File: config.mk
export PLATFORM = sky130hd
export DESIGN_NAME = te_radio_seq
export DESIGN_NICKNAME = d
export VERILOG_FILES = /design/src/rtl/te_radio_seq.sv
export SDC_FILE = /design/constraint.sdc
export NUM_CORES = 1
export LEC_CHECK = 0
export CAP_MARGIN = 20
export CORE_ASPECT_RATIO = 1.1
export CORE_UTILIZATION = 50
export CTS_CLUSTER_DIAMETER = 120
export DETAILED_ROUTE_END_ITERATION = 6
export PLACE_DENSITY = 0.72
export SYNTH_ARGS = -nofsm -noshare
export SYNTH_HDL_FRONTEND = slang
export SYNTH_SLANG_ARGS = --single-unit
File: constraint.sdc
create_clock -name ck -period 3.6 [get_ports ck]
set_input_delay 0.54 -clock ck [delete_from_list [all_inputs] [get_ports ck]]
set_output_delay 0.54 -clock ck [all_outputs]
set_load 0.01 [all_outputs]
File: src/rtl/te_radio_seq.sv
// Per-lane radio enable/rx-enable sequencer with input synchronizers.
// Optional sticky sequencing-error flags under TE_RADIO_SEQ_STATUS_EN.
module te_radio_seq #(
  parameter int BIT_WIDTH     = 2,
  parameter int SYNC_STAGES   = 2,
  parameter int SETTLE_CYCLES = 4
) (
  input  logic                 ck,
  input  logic                 arst_n,
  input  logic                 isolateM1M3,
  input  logic [BIT_WIDTH-1:0] radioEnableReq,
  input  logic [BIT_WIDTH-1:0] radioRxEnReq,
  output logic [BIT_WIDTH-1:0] radioEnableSynced,
  output logic [BIT_WIDTH-1:0] radioRxEnSynced
`ifdef TE_RADIO_SEQ_STATUS_EN
  ,
  output logic [BIT_WIDTH-1:0] seqErr
`endif
);

  typedef enum logic [2:0] {
    OFF,
    SETTLE,
    ON,
    RX,
    DROP
  } state_t;

  localparam logic [7:0] SETTLE_LOAD = 8'(SETTLE_CYCLES - 1);

  logic [BIT_WIDTH-1:0] en_sync [SYNC_STAGES];
  logic [BIT_WIDTH-1:0] rx_sync [SYNC_STAGES];
  logic [BIT_WIDTH-1:0] en_s;
  logic [BIT_WIDTH-1:0] rx_s;

  state_t     st_q  [BIT_WIDTH];
  state_t     st_d  [BIT_WIDTH];
  logic [7:0] cnt_q [BIT_WIDTH];
  logic [7:0] cnt_d [BIT_WIDTH];

  always_ff @(posedge ck or negedge arst_n) begin
    if (!arst_n) begin
      for (int i = 0; i < SYNC_STAGES; i++) begin
        en_sync[i] <= '0;
        rx_sync[i] <= '0;
      end
    end else begin
      en_sync[0] <= radioEnableReq;
      rx_sync[0] <= radioRxEnReq;
      for (int i = 1; i < SYNC_STAGES; i++) begin
        en_sync[i] <= en_sync[i-1];
        rx_sync[i] <= rx_sync[i-1];
      end
    end
  end

  assign en_s = en_sync[SYNC_STAGES-1];
  assign rx_s = rx_sync[SYNC_STAGES-1];

  // rx_s without en_s is never a transition cause
  always_comb begin
    for (int l = 0; l < BIT_WIDTH; l++) begin
      st_d[l]  = st_q[l];
      cnt_d[l] = cnt_q[l];
      if (isolateM1M3) begin
        st_d[l]  = OFF;
        cnt_d[l] = '0;
      end else begin
        unique case (st_q[l])
          OFF: begin
            if (en_s[l]) begin
              st_d[l]  = SETTLE;
              cnt_d[l] = SETTLE_LOAD;
            end
          end
          SETTLE: begin
            if (!en_s[l]) begin
              st_d[l]  = OFF;
              cnt_d[l] = '0;
            end else if (cnt_q[l] == 8'd0) begin
              st_d[l] = ON;
            end else begin
              cnt_d[l] = cnt_q[l] - 8'd1;
            end
          end
          ON: begin
            if (!en_s[l])
              st_d[l] = OFF;
            else if (rx_s[l])
              st_d[l] = RX;
          end
          RX: begin
            if (!en_s[l])
              st_d[l] = DROP;
            else if (!rx_s[l])
              st_d[l] = ON;
          end
          DROP:    st_d[l] = OFF;
          default: st_d[l] = OFF;
        endcase
      end
    end
  end

  always_ff @(posedge ck or negedge arst_n) begin
    if (!arst_n) begin
      for (int l = 0; l < BIT_WIDTH; l++) begin
        st_q[l]  <= OFF;
        cnt_q[l] <= '0;
      end
      radioEnableSynced <= '0;
      radioRxEnSynced   <= '0;
    end else begin
      for (int l = 0; l < BIT_WIDTH; l++) begin
        st_q[l]              <= st_d[l];
        cnt_q[l]             <= cnt_d[l];
        radioEnableSynced[l] <= (st_d[l] != OFF);
        radioRxEnSynced[l]   <= (st_d[l] == RX);
      end
    end
  end

`ifdef TE_RADIO_SEQ_STATUS_EN
  always_ff @(posedge ck or negedge arst_n) begin
    if (!arst_n)
      seqErr <= '0;
    else
      seqErr <= seqErr | (rx_s & ~en_s);
  end
`endif

endmodule
After elaboration in Yosys (flattened, before gate mapping)
Cells that the tools add are included.

Input port bits: 7. Output and inout bits: 4. Register bits: 34. Logic and storage cells: 62.

Equality and inequality tests: 12. Reduce and logical (&&, ||, !) cells: 10. Muxes and demuxes: 28. Add/sub/neg operators: 2.

Operators by type and width (number): $mux W8 (8); $mux W3 (16); $pmux W8 S2 (2); $pmux W3 S4 (2); $eq A3 B2 Y1 const B (6); $logic_not A8 Y1 (2); $sub A8 B1 Y8 const B (2); $reduce_bool A3 Y1 (4); $ne A4 B4 Y1 const B (2); $eq A3 B1 Y1 const B (2); $logic_not A3 Y1 (2); $ne A3 B3 Y1 const B (2); $reduce_and A3 Y1 (2).

Logic depth before layout (Yosys ltp)
Gate-level depths: netlist of the first run.

Depth in word-level cells: 6. Depth in mapped cells: 7. Mapped depth without buffers: 6.

Worst setup path after synthesis of the first run
Ideal clock, no wire load.

Path kind: input -> register. From: in isolateM1M3. To: reg cnt_q[0] in the netlist's numbering. Required time: 3.473 ns. Path buffers: 2. Arrival: 1.917 ns. Setup slack: 1.555 ns. Cell stages on the path: 6. Library setup time: 0.127 ns. Cells stage by stage: buf_2 > or3b_4 > nor4_4 > buf_6 > nor2_4 > mux2_1.

Cells in the longest elaborated chain, start to end: 2. Elaborated cells on any way between the ends: 5. Classes of those cells: eq/ne: 2; mux: 1; reduce/logical: 2.

RTL lines: start: declaration (RTL line 10) `input logic isolateM1M3,`; $ne A4 B4 Y1 (no line), or another cell as far along; $reduce_and A3 Y1 (no line); end signal: indexed assignment (RTL line 116) `cnt_q[l] <= cnt_d[l];`; end: declaration (RTL line 38) `logic [7:0] cnt_q [BIT_WIDTH];`.

Parallel ways exist; a longest one is shown, timed or not. A chain may end at the register's enable or synchronous reset.

Worst setup path in the final report of the first run
From: in isolateM1M3. To: reg cnt_q[1] in the netlist's numbering.

The elaborated chain is that of the path after synthesis.

==> flow_summary.toml, run 1 <==
[outcome]
outcome = "complete, no violations"

[global_route]
track_usage = 0.184
grt_pass1_vias = 1143
grt_pass1_wl_um = 4800
grt_max_degree = 35
grt.overflow.total = 0
grt_antenna_before_repair = 0

[yosys]
ys_ff_latch = 34
synth.net_count = 163
synth_area_per_cell_um2 = 10.6
synth_edf_count = 0
syn-cell-area_mm2 = 0.00164
synth_cell_types = 37
async_flop_share = 1.00
synth_flop_cell = "dfrtp_1"
ys_seq_area_frac = 0.520
ys_warn_count = 0
synth_cells = 154

[routing]
num_vias = 1184
ant_nets = 0
via_per_inst = 5.86
drt_iter0_drc = 31
wire_per_inst_um = 14.1
drc = 0
wl_um = 2840
drtPass1Iterations = 5

[finish]
most-common-layout-cells = "dfrtp_1 (34), a21oi_1 (14), nor2_1 (12)"
fin_util = 0.591
layout-area-overhead-vs-synth_pct = 10.9
layout_commonest_cell = "dfrtp_1"
multi_input_area_um2 = 721
seq_area_um2 = 851
final_nets = 176
nFillCells = 252
drive_gt1_frac = 0.143
antenna_cells = 0

[setup_path]
crit_path_end_kind = "flop"
path_max_fanout = 13
worstSetupPathType = "in2reg"
start_kind = "primary input"
reg2reg_to = "cnt_q[1]"
r2r-start = "cnt_q[0]"
cp.arrival_ns = 2.67
r2r_setup_slack_ns = 1.27
worst_ep_required_time_ns = 3.82
r2r_cells = 6

[clock_tree]
worstSkewPairLatency_ns = 0.33
clk_pin_slew_ns = 0.10
cts_hold_repair.buffers = 0
cts_tree = "yes"
post_cts_buffers = 0
post_cts_resize_count = 0
cts_root_buffer = "clkbuf_4"
ctsLongestPathBuffers = 2
cts_max_level = 2
cts_buffers = 5
clock_sinks = 34

[sta]
period_needed_ns = 2.44
relSlewSlack = 0.397
finalHoldViolCount = 0
fin_tns_setup_ns = 0
fin_crit_sh = 0.678
fmaxAchievable_mhz = 410
grt_setup_unrepaired = "false"
finalClockSkew_ns = 0.00623
setup_viol = 0
maxSlewViolCount = 0
worst_pin_slew_ns = 0.905

[placed_design]
io_buffers = 10
routabilityCongestion = 0.805
hpwl_um = 1990

[floorplanning]
start_util = 0.532
die_y_um = 62.0
rows = 21
core_area_mm2 = 0.00307
io_pins = 11
die_w_um = 56.6
die_area_mm2 = 0.00351

[hold_path]
holdPathEnd = "en_s[0]"
min_path_type = "reg2reg"
whs_path_depth = 0
hp-start = "en_sync[2]"

[power_and_ir_drop]
ir_worst_vdd_mv = 0.242
powerDensity_mw_per_mm2 = 437
leakagePower_nw = 0.799

[run]
drv_cap = 0
## area by class of cell
type	count	share of cell area
clock buffer	7	0.0303
timing repair buffer	12	0.0634
clock inverter	1	0.00276
tap	34	0.0234
sequential	34	0.469
multi-input combinational	107	0.397
inverter	7	0.0145
## through the flow
step	cell area (um^2)	power (mW)	setup WS, ns	std cells	hold slack [ns]
after floorplan	1640	0.543	1.56	154	0.244
after global placement	1750	0.577	0.854	193	0.332
after detailed placement	1750	0.583	0.792	193	0.336
after CTS	1810	0.802	1.15	201	0.358
after global routing	1820	0.838	1.05	202	0.363
final	1820	0.793	1.16	202	0.356
## where the power goes
| group | leakage (nW) | switching (mW) | internal, mW |
|---|---|---|---|
| Sequential | 0.442 | 0.0202 | 0.405 |
| Clock | 0.0353 | 0.121 | 0.0946 |
| Combinational | 0.322 | 0.0828 | 0.0696 |
## cell families after synthesis
| logic type | synth area share |
|---|---|
| flops | 0.520 |
| buf+inv | 0.0398 |
| fa+ha+maj | 0.0153 |
| simple gates | 0.268 |
| mux | 0.0138 |
| compound gates | 0.144 |
## registers in the layout, summed over array words and instances, names as in the netlist
signal	cells
rx_sync	2
rx_s	2
en_sync	2
radioEnableSynced	2
radioRxEnSynced	2
cnt_q	16
st_q	6
en_s	2
## synth_stat cells (all sizes together) (3+ instances only)
| cell | number | share of area |
|---|---|---|
| or3b | 3 | 0.018 |
| a21oi | 14 | 0.043 |
| o31ai | 11 | 0.050 |
| or3 | 6 | 0.027 |
| nor2 | 13 | 0.034 |
| nand2b | 3 | 0.011 |
| dfrtp | 34 | 0.52 |
| nor3 | 4 | 0.012 |
| nand2 | 10 | 0.023 |
| clkbuf | 3 | 0.0069 |
| or4 | 13 | 0.065 |
| inv | 7 | 0.016 |
| nor4 | 7 | 0.045 |
| or2 | 4 | 0.015 |
| buf | 3 | 0.017 |
## critical path: stages
cell and delay, ns:
clkdlybuf4s50_1 0.59, or3b_4 0.49, nor4_4 0.66, nor2_4 0.05, mux2_1 0.33
## how the worst max path moves through the flow
stage                 from  endpoint  slack, ns  depth (start not counted)
2_1_floorplan  isolateM1M3  cnt_q[0]       1.56                          6
3_3_place_gp   isolateM1M3  cnt_q[1]       0.85                          5
3_5_place_dp   isolateM1M3  cnt_q[0]       0.79                          5
4_1_cts        isolateM1M3  cnt_q[1]       1.15                          5
5_1_grt        isolateM1M3  cnt_q[1]       1.05                          5
6_report       isolateM1M3  cnt_q[1]       1.16                          5
## layer usage
layer  up-vias  global-route usage  wire (um)
li1        601                   -          -
met1       567               0.211       1290
met2        11               0.321       1430
met3         5              0.0373         73
met4         0               0.118         50
met5         -                   0          0
Power figures use the tool's default switching activity.
==> run 2, diff against run 1 <==
==> constraint.sdc (replaced) <==
create_clock -name ck -period 2.4 [get_ports ck]
set_input_delay 0.36 -clock ck [delete_from_list [all_inputs] [get_ports ck]]
set_output_delay 0.36 -clock ck [all_outputs]
set_load 0.01 [all_outputs]
==> run 2 against run 1 <==
Effect of this change:
- first-iteration DRC count grew 13%
- global-route usage grew 1.1 points
- clock-buffer cell count grew 1
- combinational power grew 52%
- sequential cell count is the same
- via count grew 2.9%
- worst hold slack lost 0.00070 ns
- register-to-register slack lost 1.0 ns
- critical path depth grew 1
- sequential share of layout area shrank 1.0 points
- critical endpoint is now cnt_q[9]
- largest cell class unchanged
==> flow_summary.toml, run 2 (synthesized netlist as in run 1, its figures left out) <==
[finish]
seq_area_um2 = 851
largest_register_ffs = 16
fin_area_mm2 = 0.00186
multi_input_area_um2 = 721
nFillCells = 246
layout_commonest_cell = "dfrtp_1"
largest_register = "cnt_q"
fin_util = 0.604
most-common-layout-cells = "dfrtp_1 (34), a21oi_1 (14), nor2_1 (12)"
antenna_cells = 0
drive_gt1_frac = 0.164
layout-area-overhead-vs-synth_pct = 13.5
top_regs = "cnt_q: 16 flops, st_q: 6 flops"
layoutNonFillerInstCount = 205
final_nets = 179

[setup_path]
cp.arrival_ns = 2.39
cpLargestDelayFamily = "simple AND/OR/NAND/NOR gates"
path_cells = "inv_1 > ha_1 > or4b_1 > nor4_4 > or2_2 > a221oi_1"
worstSetupPathType = "reg2reg"
worst_ep_required_time_ns = 2.61
crit_buf_inv = 1
cp_slowest_stage_delay_ns = 0.59
crit_path_end_kind = "flop"
crit_slowest_cell = "or4b_1"
path_max_fanout = 9
start_kind = "flop"

[floorplanning]
die_area_mm2 = 0.00351
die_w_um = 56.6
die_y_um = 62.0
core_area_mm2 = 0.00307
rows = 21
start_util = 0.532
io_pins = 11

[clock_tree]
clock_sinks = 34
worstSkewPairLatency_ns = 0.33
cts_buffers = 5
cts_tree = "yes"
clk_pin_slew_ns = 0.10
cts_hold_repair.buffers = 0
post_cts_resize_count = 0
post_cts_buffers = 0
cts_max_level = 2
ctsLongestPathBuffers = 2
cts_root_buffer = "clkbuf_4"

[power_and_ir_drop]
leakagePower_nw = 0.824
finalPower_mw = 1.25
ir_worst_vdd_mv = 0.502
powerDensity_mw_per_mm2 = 671

[outcome]
outcome = "complete, no violations"

[sta]
fmaxAchievable_mhz = 459
fin_tns_setup_ns = 0
grt_setup_unrepaired = "false"
final.setup.worst_slack_ns = 0.223
finalHoldViolCount = 0
maxSlewViolCount = 0
finalClockSkew_ns = 0.00480
fin_crit_sh = 0.907
worst_pin_slew_ns = 0.454
period_needed_ns = 2.18
setup_viol = 0
timing.hold.ws_ns = 0.355
relSlewSlack = 0.695

[routing]
via_per_inst = 5.94
wl_um = 3020
drc = 0
drtPass1Iterations = 4
ant_nets = 0
drt_iter0_drc = 35
wire_per_inst_um = 14.7
num_vias = 1218

[placed_design]
pre_cts_ws_ns = 0.0557
routabilityCongestion = 0.837
hpwl_um = 2140
place_area_mm2 = 0.00178
io_buffers = 10
dp_cells = 197

[global_route]
grt_pass1_wl_um = 5020
grt_max_degree = 35
track_usage = 0.194
grt_antenna_before_repair = 0
grt.overflow.total = 0
grt_pass1_vias = 1131

[run]
drv_cap = 0

[hold_path]
min_path_type = "reg2reg"
-- run 2: worst paths after layout --
kind | to | depth (start not counted) | slack, ns | from
worst max-delay path | cnt_q[9] | 6 | 0.22 | cnt_q[8]
worst min-delay path | rx_s[0] | 0 | 0.36 | rx_sync[2]
worst max register to register | cnt_q[9] | 6 | 0.22 | cnt_q[8]
worst min register to register | rx_s[0] | 0 | 0.36 | rx_sync[2]
max in group asynchronous | cnt_q[4] | 2 | 1.69 | arst_n
min in group asynchronous | cnt_q[11] | 2 | 0.41 | arst_n
-- run 2: area by class of cell --
cell class | instances | area share
Sequential cell | 34 | 0.458
Multi-Input combinational cell | 107 | 0.388
Timing Repair Buffer | 15 | 0.0741
Clock buffer | 8 | 0.0425
Tap cell | 34 | 0.0229
Inverter | 7 | 0.0142
-- run 2: where the power goes --
group / switching (mW) / total (mW) / internal (mW)
logic: 0.124 / 0.231 / 0.107
clock network: 0.175 / 0.376 / 0.200
registers: 0.0319 / 0.639 / 0.607
-- run 2: per-layer routing --
layer  track usage  up-vias  part of all wire
li1              -      604                 -
met1         0.224      592              0.43
met2         0.324       18              0.53
met3        0.0580        4             0.024
met4         0.125        0             0.012
met5             0        -                 0
==> run 3, diff against run 2 <==
--- a/config.mk
+++ b/config.mk
@@ -6,11 +6,14 @@
 export NUM_CORES = 1
 export LEC_CHECK = 0
 export CAP_MARGIN = 20
+export CELL_PAD_IN_SITES_DETAIL_PLACEMENT = 1
+export CELL_PAD_IN_SITES_GLOBAL_PLACEMENT = 1
 export CORE_ASPECT_RATIO = 1.1
-export CORE_UTILIZATION = 50
+export CORE_UTILIZATION = 46
 export CTS_CLUSTER_DIAMETER = 120
+export CTS_CLUSTER_SIZE = 16
 export DETAILED_ROUTE_END_ITERATION = 6
-export PLACE_DENSITY = 0.72
+export PLACE_DENSITY = 0.81
 export SYNTH_ARGS = -nofsm -noshare
 export SYNTH_HDL_FRONTEND = slang
 export SYNTH_SLANG_ARGS = --single-unit
==> run 3 against run 2 <==
Effect of this change:
- sequential share of layout area rose by 0.16 points
- cell area fell by 0.34%
- global-route usage rose by 2.8 points
- clock-buffer cell count fell by 3
- utilization fell by 5.3 points
- cell count rose by 6.8%
- via count rose by 3.7%
- worst hold slack improved by 0.0022 ns
- largest power group unchanged
==> flow_summary.toml, run 3 (synthesized netlist as in run 1, its figures left out) <==
[routing]
drtPass1Iterations = 4
wire_per_inst_um = 16.1
num_vias = 1263
drc = 0
drt_iter0_drc = 39
ant_nets = 0
wl_um = 3530
via_per_inst = 5.77

[clock_tree]
cts_root_buffer = "clkbuf_4"
cts_hold_repair.buffers = 0
ctsLongestPathBuffers = 2
post_cts_buffers = 0
post_cts_resize_count = 0
clock_sinks = 34
worstSkewPairLatency_ns = 0.33
cts_buffers = 5
clk_pin_slew_ns = 0.10
cts_tree = "yes"
cts_max_level = 2

[floorplanning]
start_util = 0.487
die_area_mm2 = 0.00380
core_area_mm2 = 0.00336
die_w_um = 58.9
rows = 22
die_y_um = 64.6
io_pins = 11

[setup_path]
cp.arrival_ns = 2.35
worst_ep_required_time_ns = 2.62
path_max_fanout = 12
start_kind = "flop"
crit_path_end_kind = "flop"
worstSetupPathType = "reg2reg"

[sta]
relSlewSlack = 0.720
finalClockSkew_ns = 0.00836
timing.hold.ws_ns = 0.358
fmaxAchievable_mhz = 470
fin_crit_sh = 0.886
fin_tns_setup_ns = 0
worst_pin_slew_ns = 0.420
setup_viol = 0
period_needed_ns = 2.13
finalHoldViolCount = 0
maxSlewViolCount = 0
grt_setup_unrepaired = "false"
final.setup.worst_slack_ns = 0.273

[placed_design]
io_buffers = 10
pre_cts_ws_ns = 0.173
dp_cells = 212
hpwl_um = 2560
routabilityCongestion = 0.785

[finish]
layout_commonest_cell = "dfrtp_1"
layoutNonFillerInstCount = 219
drive_gt1_frac = 0.164
antenna_cells = 0
final_nets = 180
largest_register = "cnt_q"
top_regs = "cnt_q: 16 flops, st_q: 6 flops"
layout-area-overhead-vs-synth_pct = 13.1
largest_register_ffs = 16
most-common-layout-cells = "dfrtp_1 (34), a21oi_1 (14), nor2_1 (12)"

[global_route]
track_usage = 0.223
grt_pass1_vias = 1322
grt_antenna_before_repair = 0
grt_max_degree = 35
grt.overflow.total = 0
grt_pass1_wl_um = 6310

[run]
drv_cap = 0

[power_and_ir_drop]
ir_worst_vdd_mv = 0.387
leakagePower_nw = 0.815
powerDensity_mw_per_mm2 = 632

[hold_path]
min_path_type = "reg2reg"

[outcome]
outcome = "complete, no violations"
==> run 3: metal layers <==
| layer | share of wire | GRT usage | vias up |
|---|---|---|---|
| li1 | - | - | 605 |
| met1 | 0.46 | 0.285 | 637 |
| met2 | 0.51 | 0.368 | 16 |
| met3 | 0.021 | 0.0419 | 5 |
| met4 | 0.011 | 0.0893 | 0 |
| met5 | 0 | 0 | - |
==> run 3: through the flow <==
| step | util | power, mW | area [um^2] |
|---|---|---|---|
| after floorplan | - | 0.815 | 1640 |
| after global placement | 0.537 | 0.873 | 1800 |
| after detailed placement | 0.537 | 0.891 | 1800 |
| after CTS | 0.551 | 1.19 | 1850 |
| after global routing | 0.551 | 1.24 | 1850 |
| final | 0.551 | 1.17 | 1850 |
==> run 3: final timing paths <==
path	startpoint	cells past startpoint	to	slack, ns
setup reg to reg	cnt_q[0]	7	cnt_q[7]	0.27
setup / recovery	cnt_q[0]	7	cnt_q[7]	0.27
max in group asynchronous	arst_n	2	cnt_q[15]	1.67
hold / removal	en_sync[2]	0	en_s[0]	0.36
hold reg to reg	en_sync[2]	0	en_s[0]	0.36
min in group asynchronous	arst_n	2	cnt_q[14]	0.42
==> run 3: layout make-up <==
class                           instances  area, um^2
Sequential cell                        34         851
Fill cell                             390        1510
Clock inverter                          2        10.0
Clock buffer                            5        37.5
Timing Repair Buffer                   16         145
Inverter                                7        26.3
Tap cell                               48        60.1
Multi-Input combinational cell        107         721
==> run 3: worst max-delay path, stage by stage, from the launching register on <==
cell     delay [ns]
dfrtp_1        0.41
inv_1          0.13
ha_1           0.21
or3b_2         0.50
nor4_4         0.30
buf_4          0.24
nor4_1         0.07
o22a_1         0.15
==> run 3: power by group <==
group	internal, mW	switching (mW)	total, mW
registers	0.607	0.0332	0.641
clock network	0.105	0.184	0.290
logic	0.108	0.131	0.239
==> RTL change 1 (settings of run 2) <==
Add an input register stage for `isolateM1M3`, `radioEnableReq` and `radioRxEnReq`, cleared by the reset; this delays them by one clock.
--- a/src/rtl/te_radio_seq.sv
+++ b/src/rtl/te_radio_seq.sv
@@ -28,6 +28,22 @@
 
   localparam logic [7:0] SETTLE_LOAD = 8'(SETTLE_CYCLES - 1);
 
+  logic isolateM1M3_q;
+  logic [BIT_WIDTH-1:0] radioEnableReq_q;
+  logic [BIT_WIDTH-1:0] radioRxEnReq_q;
+
+  always_ff @(posedge ck or negedge arst_n) begin
+    if (!arst_n) begin
+      isolateM1M3_q    <= '0;
+      radioEnableReq_q <= '0;
+      radioRxEnReq_q   <= '0;
+    end else begin
+      isolateM1M3_q    <= isolateM1M3;
+      radioEnableReq_q <= radioEnableReq;
+      radioRxEnReq_q   <= radioRxEnReq;
+    end
+  end
+
   logic [BIT_WIDTH-1:0] en_sync [SYNC_STAGES];
   logic [BIT_WIDTH-1:0] rx_sync [SYNC_STAGES];
   logic [BIT_WIDTH-1:0] en_s;
@@ -45,8 +61,8 @@
         rx_sync[i] <= '0;
       end
     end else begin
-      en_sync[0] <= radioEnableReq;
-      rx_sync[0] <= radioRxEnReq;
+      en_sync[0] <= radioEnableReq_q;
+      rx_sync[0] <= radioRxEnReq_q;
       for (int i = 1; i < SYNC_STAGES; i++) begin
         en_sync[i] <= en_sync[i-1];
         rx_sync[i] <= rx_sync[i-1];
@@ -62,7 +78,7 @@
     for (int l = 0; l < BIT_WIDTH; l++) begin
       st_d[l]  = st_q[l];
       cnt_d[l] = cnt_q[l];
-      if (isolateM1M3) begin
+      if (isolateM1M3_q) begin
         st_d[l]  = OFF;
         cnt_d[l] = '0;
       end else begin
Behaviour: not the same (Yosys sat finds a counterexample within 4 cycles, from zero or initial values and one cycle with arst_n low).
==> RTL change 1 against run 2 <==
Core utilization is 0.59 points lower. Non-clock buffer count unchanged. Worst setup slack better by 130 ps. Routed wire length up 3.7%. Final area increased by 6.4%. Total power up 17%. Critical path type unchanged. Sequential cell count rose by 5. Sequential share of layout area rose by 3.6 points. Synthesized area is 5.3% higher. Clock power grew 27%.
==> RTL change 1: results (changes against run 2) <==
status=finished, final reports clean; placed wire-length estimate=2.21 mm (+3.4%); post-synthesis sequential area ratio=0.566 (+0.0466); Clock Skew=12.6 ps (+7.82 ps); final net count=186 (+3.9%); routability congestion estimate=0.862 (+3.0%); Clock Latency Late Sink=350 ps (+20 ps); Setup crit end=cnt_q[8]; PnR worst setup slack=350 ps (+127 ps); Worst-Margin Slew=823 ps (+368 ps); Crit-path slowest cell=dfrtp_1; proportion of layout cells with a drive suffix above 1=0.140 (-0.0233); worst slack, placed=377 ps (+321 ps); vias in the first global route=1327 (+17%); first-pass GRT wire length=5.80 mm (+16%); delay of the slowest critical-path stage=410 ps (-180 ps); Flop+latch power=0.000742 W (+16%); power share of the combinational group=0.167 (-0.018); largest net degree at the start of global routing=40 (+14%); synth cell count leaders=dfrtp_1 (39), a21oi_1 (11), inv_1 (9), nand2_1 (9); Synth Net Count=167 (+2.5%); final WL=3.13 mm (+3.7%); GRT Total Usage=0.204 (+0.00957); Reg clk slew, reported paths=130 ps (+30 ps); hold crit path type=primary input to asynchronous set/reset pin; Multi-input gate area=698 um^2 (-3.1%); met3 Usage GRT=0.0431 (-0.0148); Sw Pwr=0.000400 W (+21%); average instance area after synthesis=10.9 um^2 (+2.6%); most area-consuming cells after synthesis=dfrtp_1 (57%), a21oi_1 (3.2%), nor3_1 (2.3%), o21ai_0 (2.0%), inv_1 (2.0%); met2 Resource Use GR=0.315 (-0.00971); Hold Slack=85.5 ps (-270 ps); placed cell area=0.00189 mm^2 (+6.1%)
-- RTL change 1: changes by cell type after synthesis, sizes merged, moves of 3 or more --
cell	before	now
dfrtp	34	39
nor4	7	2
nor2	13	8
nand4	0	3
or3b	3	0
nor3	4	10
o31ai	11	3
or4	13	6
a21oi	14	11
o21ai	2	9
nor3b	0	3
-- RTL change 1: cells by family after synthesis --
logic type / synth area share
muxes: 0.0189
DFF: 0.566
and+or+nand+nor: 0.227
AOI/OAI and AO/OA: 0.145
adders and majority gates: 0.0145
buffers and inverters: 0.0283
-- RTL change 1: layout make-up --
| type | count | area share |
|---|---|---|
| Tap cell | 36 | 0.0228 |
| Inverter | 9 | 0.0171 |
| Sequential cell | 39 | 0.494 |
| Multi-Input combinational cell | 107 | 0.353 |
| Clock buffer | 6 | 0.0260 |
| Timing Repair Buffer | 15 | 0.0671 |
| Clock inverter | 2 | 0.0196 |
-- RTL change 1: routing by layer --
metal,share of wire,routed length (um)
met5,0,0
met4,0.017,53
met3,0.039,123
met2,0.48,1510
met1,0.46,1440
==> RTL change 2 (flow settings as in run 2) <==
Without the edit above. Add a define of `TE_RADIO_SEQ_STATUS_EN`.
--- a/src/rtl/te_radio_seq.sv
+++ b/src/rtl/te_radio_seq.sv
@@ -1,5 +1,7 @@
 // Per-lane radio enable/rx-enable sequencer with input synchronizers.
 // Optional sticky sequencing-error flags under TE_RADIO_SEQ_STATUS_EN.
+`define TE_RADIO_SEQ_STATUS_EN
+
 module te_radio_seq #(
   parameter int BIT_WIDTH     = 2,
   parameter int SYNC_STAGES   = 2,
Check against the original RTL (old outputs only; new: seqErr): equivalent (equiv_simple and equiv_induct, registers matched by name and starting in step).
==> RTL change 2 against run 2 <==
The flow now finishes with violations (DRC). Worst hold slack gained 2.2 ps. Final area increased by 3.8%. Synthesized area up 2.5%. Sequential power increased by 5.6%. Worst setup slack better by 14 ps. Routed wire length grew 3.6%. Clock power increased by 13%. Total power grew 6.0%. Sequential cell count rose by 2. Count of clock-buffer cells in the layout is 3 lower.
==> RTL change 2: results (changes against run 2) <==
Cells after Synth=161 (+4.5%); unique cell type count in the Yosys netlist=39 (+5.4%); post-synthesis sequential area ratio=0.537 (+0.0170); fill cell count=261 (+6.1%); Synth Net Count=170 (+4.3%); # port buffers=12 (+2); VDD IR-drop max=0.394 mV (-22%); Via Count=1300 (+6.7%); Reg clk slew, reported paths=120 ps (+20 ps); Rel. slew slack=0.654 (-0.0410); routability congestion estimate=0.769 (-8.1%); n_diodes=0 (unchanged); most area-consuming cells after synthesis=dfrtp_1 (54%), a21oi_1 (4.8%), or4_1 (3.6%), o31ai_1 (3.1%), o21ai_0 (2.7%); placed wire-length estimate=2.23 mm (+4.3%); final net count=187 (+4.5%); synth cell count leaders=dfrtp_1 (36), a21oi_1 (16), nor2_1 (11), o21ai_0 (9); placed cell area=0.00185 mm^2 (+3.9%); first-pass GRT wire length=5.61 mm (+12%); Crit-path slowest cell=or3b_2; Initial DRT Pass Iterations=6 (+2); largest net degree at the start of global routing=37 (+5.7%); largest fanout on the critical path=6 (-3); Detailed Route Iter0 Violations=84 (+140%); Clock Latency Late Sink=360 ps (+30 ps); status=finished with violations; DRC=2 (+2); failing checks=DRC; vias in the first global route=1258 (+11%); delay of the slowest critical-path stage=510 ps (-80 ps); Crit path arrival time=2420 ps (+30 ps); proportion of layout cells with a drive suffix above 1=0.117 (-0.0464); Clock Skew=19.4 ps (+14.5 ps); leakage=0.844 nW (+2.5%); root buf cell=clkbuf_4; GRT Total Usage=0.205 (+0.0102); Ys Warns=0 (unchanged); DR WL/cell=14.7 um (-0.31%); worst slack, placed=258 ps (+202 ps)
-- RTL change 2: report_power, final --
part           total [W]  internal [W]  switching (W)
combinational   0.000221     0.0000972       0.000123
clock           0.000425      0.000217       0.000208
sequential      0.000675      0.000641      0.0000338
-- RTL change 2: final timing paths --
kind | endpoint | startpoint | slack [ps]
setup reg to reg | cnt_q[0] | cnt_q[0] | 240
min in group asynchronous | cnt_q[14] | arst_n | 400
hold / removal | en_s[0] | en_sync[2] | 360
setup / recovery | cnt_q[0] | cnt_q[0] | 240
max in group asynchronous | en_s[1] | arst_n | 1680
hold reg to reg | en_s[0] | en_sync[2] | 360
-- RTL change 2: cell type report --
class                      instances  area [um^2]  area share
tap                               34         42.5      0.0221
sequential                        36          901       0.468
timing repair buffer              16          150      0.0779
clock buffer                       5         37.5      0.0195
clock inverter                     3         42.5      0.0221
inverter                           7         26.3      0.0136
multi-input combinational        112          727       0.377
-- RTL change 2: routing by layer --
layer / vias up / global-route usage / wire, um
met4: 0 / 0.0884 / 67
met1: 635 / 0.262 / 1440
li1: 637 / - / -
met2: 22 / 0.319 / 1490
met3: 6 / 0.0621 / 132
met5: - / 0 / 0
-- RTL change 2: worst max-delay path, delay by kind of cell, from the launching register on --
family | cells | cell delay (ps)
fa+ha+maj | 1 | 260
buf+inv | 1 | 100
flops | 1 | 420
mux | 1 | 320
simple gates | 3 | 940
-- RTL change 2: cells by family after synthesis --
kind of cell | share of synthesized area
adder cells (fa/ha/maj) | 0.0149
XOR/XNOR | 0.00522
AO/OA/AOI/OAI | 0.166
buffers and inverters | 0.0298
flip-flops | 0.537
multiplexers | 0.0194
AND/OR/NAND/NOR | 0.228
-- RTL change 2: metrics by stage --
step | std cells | total power [W] | util | hold slack, ps
finish | 213 | 0.00132 | 0.616 | 358
floorplan | 161 | 0.000838 | - | 64.4
CTS | 213 | 0.00133 | 0.616 | 360
detailed placement | 205 | 0.000906 | 0.591 | 335
global placement | 205 | 0.000895 | 0.591 | 332
global route | 213 | 0.00140 | 0.616 | 375
